===== src/rtl/fifo_wr_arbiter.sv =====
// Round-robin arbiter that shares one registered fifo write port between two producers.
// Bursts are capped at MAXBURST words. The block also keeps a sticky error flag and per-producer word counts.
module fifo_wr_arbiter #(
  parameter int WIDTH    = 16,
  parameter int MAXBURST = 4,
  parameter int CNTW     = 16
) (
  input  logic             clk,
  input  logic             rst,
  input  logic             req0,
  input  logic [WIDTH-1:0] din0,
  output logic             ack0,
  input  logic             req1,
  input  logic [WIDTH-1:0] din1,
  output logic             ack1,
  output logic             fifo_wr,
  output logic [WIDTH-1:0] fifo_din,
  input  logic             fifo_almostfull,
  input  logic             fifo_full,
  input  logic             fifo_over,
  input  logic             fifo_under,
  input  logic             clr_err,
  output logic             err,
  output logic [1:0]       grant,
  output logic [CNTW-1:0]  wcnt0,
  output logic [CNTW-1:0]  wcnt1
);

  localparam int BW = (MAXBURST > 1) ? $clog2(MAXBURST) : 1;
  localparam logic [BW-1:0] LAST_BEAT = BW'(MAXBURST - 1);

  // The state encoding is the one-hot grant, so grant doubles as the FSM debug view.
  typedef enum logic [1:0] {
    IDLE = 2'b00,
    OWN0 = 2'b01,
    OWN1 = 2'b10
  } state_t;

  state_t        state, state_nxt;
  logic          last, last_nxt;
  logic [BW-1:0] beat, beat_nxt;
  logic          stall;

  // The registered word already on its way counts against an almost-full fifo.
  assign stall = fifo_full | (fifo_almostfull & fifo_wr);
  assign grant = state;

  always_comb begin
    state_nxt = state;
    last_nxt  = last;
    ack0      = 1'b0;
    ack1      = 1'b0;
    case (state)
      IDLE: begin
        if (req0 && (!req1 || last)) state_nxt = OWN0;
        else if (req1)               state_nxt = OWN1;
      end
      OWN0: begin
        ack0 = req0 & ~stall;
        if (!req0 || (ack0 && beat == LAST_BEAT)) begin
          state_nxt = req1 ? OWN1 : IDLE;
          last_nxt  = 1'b0;
        end
      end
      OWN1: begin
        ack1 = req1 & ~stall;
        if (!req1 || (ack1 && beat == LAST_BEAT)) begin
          state_nxt = req0 ? OWN0 : IDLE;
          last_nxt  = 1'b1;
        end
      end
      default: state_nxt = IDLE;
    endcase

    beat_nxt = beat;
    if (state_nxt != state)  beat_nxt = '0;
    else if (ack0 || ack1)   beat_nxt = beat + BW'(1);
  end

  always_ff @(posedge clk or negedge rst) begin
    if (!rst) begin
      state <= IDLE;
      last  <= 1'b1;
      beat  <= '0;
    end else begin
      state <= state_nxt;
      last  <= last_nxt;
      beat  <= beat_nxt;
    end
  end

  always_ff @(posedge clk or negedge rst) begin
    if (!rst) begin
      fifo_wr  <= 1'b0;
      fifo_din <= '0;
    end else begin
      fifo_wr <= ack0 | ack1;
      if (ack0)      fifo_din <= din0;
      else if (ack1) fifo_din <= din1;
    end
  end

  always_ff @(posedge clk or negedge rst) begin
    if (!rst) begin
      err   <= 1'b0;
      wcnt0 <= '0;
      wcnt1 <= '0;
    end else begin
      if (fifo_over || fifo_under) err <= 1'b1;
      else if (clr_err)            err <= 1'b0;
      if (ack0) wcnt0 <= wcnt0 + CNTW'(1);
      if (ack1) wcnt1 <= wcnt1 + CNTW'(1);
    end
  end

endmodule


===== config.mk =====
export PLATFORM = sky130hd
export DESIGN_NAME = fifo_wr_arbiter
export DESIGN_NICKNAME = d
export VERILOG_FILES = /design/src/rtl/fifo_wr_arbiter.sv
export SDC_FILE = /design/constraint.sdc
export NUM_CORES = 1
export LEC_CHECK = 0
export CORE_UTILIZATION = 37
export CTS_BUF_LIST = sky130_fd_sc_hd__clkbuf_2
export CTS_CLUSTER_SIZE = 12
export DETAILED_ROUTE_END_ITERATION = 12
export GPL_TIMING_DRIVEN = 0
export PLACE_DENSITY = 0.78
export SLEW_MARGIN = 20
export SYNTH_ARGS = -nofsm -noshare
export SYNTH_HDL_FRONTEND = slang
export SYNTH_SLANG_ARGS = --single-unit

===== constraint.sdc =====
create_clock -name clk -period 4.3 [get_ports clk]
set_clock_uncertainty 0.1 [all_clocks]
set_input_delay 0.645 -clock clk [delete_from_list [all_inputs] [get_ports clk]]
set_output_delay 0.645 -clock clk [all_outputs]
set_load 0.03 [all_outputs]

==> impl_metrics.py <==
metrics = {
    "sta": {
        "fmax_ghz": 0.274,
        "slew_headroom_pct": 54.8,
        "period_needed_ns": 3.65,
        "setup_tns_ns": 0,
        "fin_crit_sh_pct": 84.8,
        "setup_viol": 0,
        "rsz0062_at_grt": "no",
        "slew_viol_final": 0,
        "worst_slew_pin_slew_ns": 0.678,
        "timing.hold.ws_ns": 0.0730,
        "hold_violations": 0,
    },
    "logic_synthesis": {
        "syn_inst": 245,
        "syn_area_per_cell_um2": 10.7,
        "yosysWarnings": 0,
        "ys.flop_type": "dfrtp_1",
        "synth-seq-cells": 55,
        "synth-seq-area-share_pct": 52.7,
        "synth_edf_count": 0,
        "syn-num-nets": 293,
        "synth.distinct_cells": 44,
        "synthArstFlopShare_pct": 100,
        "synth_area_um2": 2610,
    },
    "pwr": {
        "p_leak_nw": 1.58,
        "vdd_drop_max_v": 0.000291,
        "powerDensity_nw_per_um2": 509,
        "fin_total_pwr_mw": 1.90,
    },
    "place": {
        "port_buffers": 94,
        "place_area_um2": 3670,
        "place_congestion": 0.818,
        "hpwl_um": 4640,
    },
    "critical_path": {
        "path_buf_inv": 3,
        "crit_fanout": 10,
        "timing.rr.start": "grant[1]",
        "reg2regPathDepth": 8,
        "crit_arrival_ns": 2.90,
        "cp_top_family": "buffers and inverters",
        "critPathKind": "register to output pin",
        "start_kind": "register",
        "slowest_stage": "clkdlybuf4s50_1",
        "reg2reg_slack_ns": 1.86,
        "r2r-end": "fifo_din[5]",
        "endpoint_kind": "output pin",
        "cp_data_required_time_ns": 3.56,
        "cp_slowest_stage_delay_ns": 0.75,
        "crit_chain": "inv_1, ha_1, nand2_1, buf_2, nor2_1, clkdlybuf4s50_1",
    },
    "clocking": {
        "clk_latency_ns": 0.45,
        "cts_made_buffers": 5,
        "cts_sinks": 55,
        "cts_tree": "done",
        "cts_hold_buf": 0,
        "cts.path.max_buffers": 2,
        "cts-root-buf": "clkbuf_2",
        "cts_setup_buffers": 0,
        "cts-htree-levels": 2,
        "clk_pin_slew_ns": 0.31,
        "ctsResizeCount": 0,
    },
    "worst_hold_path": {
        "hp-class": "input pin to asynchronous set/reset pin",
    },
    "floorplan": {
        "die_h_um": 86.0,
        "die-area_um2": 7400,
        "core_um2": 6790,
        "rows": 30,
        "die_x_um": 86.0,
        "start_util_pct": 38.5,
        "ios": 95,
    },
    "route": {
        "ant_nets": 0,
        "vias_per_cell": 4.94,
        "drt_iter0_drc": 88,
        "drt_wl_total_um": 6200,
        "drcViolationCount": 0,
        "vias": 2188,
        "routedWlPerCell_um": 14.0,
        "drt_first_pass_iters": 4,
    },
    "global_routing": {
        "grt_overflow": 0,
        "grt_start_max_net_pins": 56,
        "grt_usage_pct": 18.1,
        "grt_pass1_vias": 2227,
        "antenna_found_initial": 0,
        "grt_pass1_wl_um": 10600,
    },
    "layout": {
        "nNetsFinal": 394,
        "final_cell_mix": "clkdlybuf4s50_1 (93), dfrtp_1 (54), nor2_1 (29)",
        "mostFrequentLayoutCell": "clkdlybuf4s50_1",
        "drive_gt1_share_pct": 7.78,
        "post-route-cell-area_um2": 3720,
        "antenna_cells": 0,
        "areaGrowthSynthToFinish_pct": 42.5,
    },
    "flow_run": {
        "maxCapViolations": 0,
    },
    "run_status": {
        "status": "finished, final reports clean",
    },
}
[worst register-to-register path, stage by stage (launching register included)]
cell,delay (ns)
dfrtp_1,0.53
inv_1,0.13
ha_1,0.28
nand2_1,0.18
buf_2,0.28
nand3_1,0.29
buf_2,0.29
o22ai_1,0.19
a21oi_1,0.09
[report_power, final]
| part | switching, mW | leakage (nW) | internal, mW |
|---|---|---|---|
| registers | 0.104 | 0.701 | 0.643 |
| clock network | 0.178 | 0.0311 | 0.0457 |
| logic | 0.527 | 0.852 | 0.398 |
[flip-flops by register name (all words and copies together), names as in the netlist]
register and cells:
wcnt1 16, err 1, fifo_wr 1, grant 2, fifo_din 16, wcnt0 16
beat 2, last 1
[routing by layer]
| metal | share of wire (%) | global-route usage [%] | vias up | wire length (um) |
|---|---|---|---|---|
| met1 | 45 | 24.4 | 1047 | 2790 |
| met5 | 0 | 0 | - | 0 |
| met3 | 4.5 | 3.46 | 7 | 276 |
| met4 | 0.77 | 4.70 | 0 | 48 |
| met2 | 50 | 30.1 | 59 | 3090 |
| li1 | - | - | 1075 | - |
[cells by family (layout without fill, tap and decap cells)]
group | Yosys count | count (layout) | share of synthesized area (%)
DFF | 55 | 55 | 52.7
and+or+nand+nor | 85 | 85 | 16.9
muxes | 4 | 4 | 1.68
adders and majority gates | 7 | 7 | 3.35
buffers and inverters | 12 | 114 | 2.01
xor gates and xnor gates | 31 | 31 | 10.4
AOI/OAI and AO/OA | 51 | 51 | 12.9
[final cells by class]
class                      count  area, um^2
inverter                       6        22.5
timing repair buffer          94         938
sequential                    55        1380
clock inverter                 3        27.5
buffer                         6        30.0
clock buffer                   5        25.0
tap                           96         120
fill                         632        3070
multi-input combinational    178        1180
[synth_stat cells (2+ instances only)]
cell type	n	area (um^2)
a21oi_1	19	95.1
and3_1	6	37.5
and4_1	2	17.5
buf_2	3	15.0
dfrtp_1	54	1350
ha_1	7	87.6
inv_1	6	22.5
mux2_2	3	33.8
nand2_1	14	52.6
nand3_1	15	75.1
nand4_1	5	31.3
nor2_1	29	109
nor3_1	2	10.0
nor4_1	4	25.0
o21ai_0	3	15.0
o22ai_1	16	100
xnor2_1	22	193
xor2_1	9	78.8
[how the worst max path moves through the flow]
stage / from / end / slack (ns) / depth (start not counted)
2_1_floorplan: grant[1] / ack0 / 1.76 / 5
3_3_place_gp: rst / wcnt0[13] / 0.82 / 1
3_5_place_dp: req0 / ack0 / 0.83 / 5
4_1_cts: grant[1] / ack0 / 0.60 / 6
5_1_grt: grant[1] / ack0 / 0.48 / 6
6_report: grant[1] / ack0 / 0.65 / 6
[stage by stage]
step / cells / util (%) / worst slack, ns
detailed placement: 435 / 54.0 / 0.829
global route: 443 / 54.8 / 0.476
CTS: 443 / 54.8 / 0.602
global placement: 435 / 54.1 / 0.815
finish: 443 / 54.8 / 0.653
floorplan: 245 / - / 1.76
(Power assumes the default switching activity.)
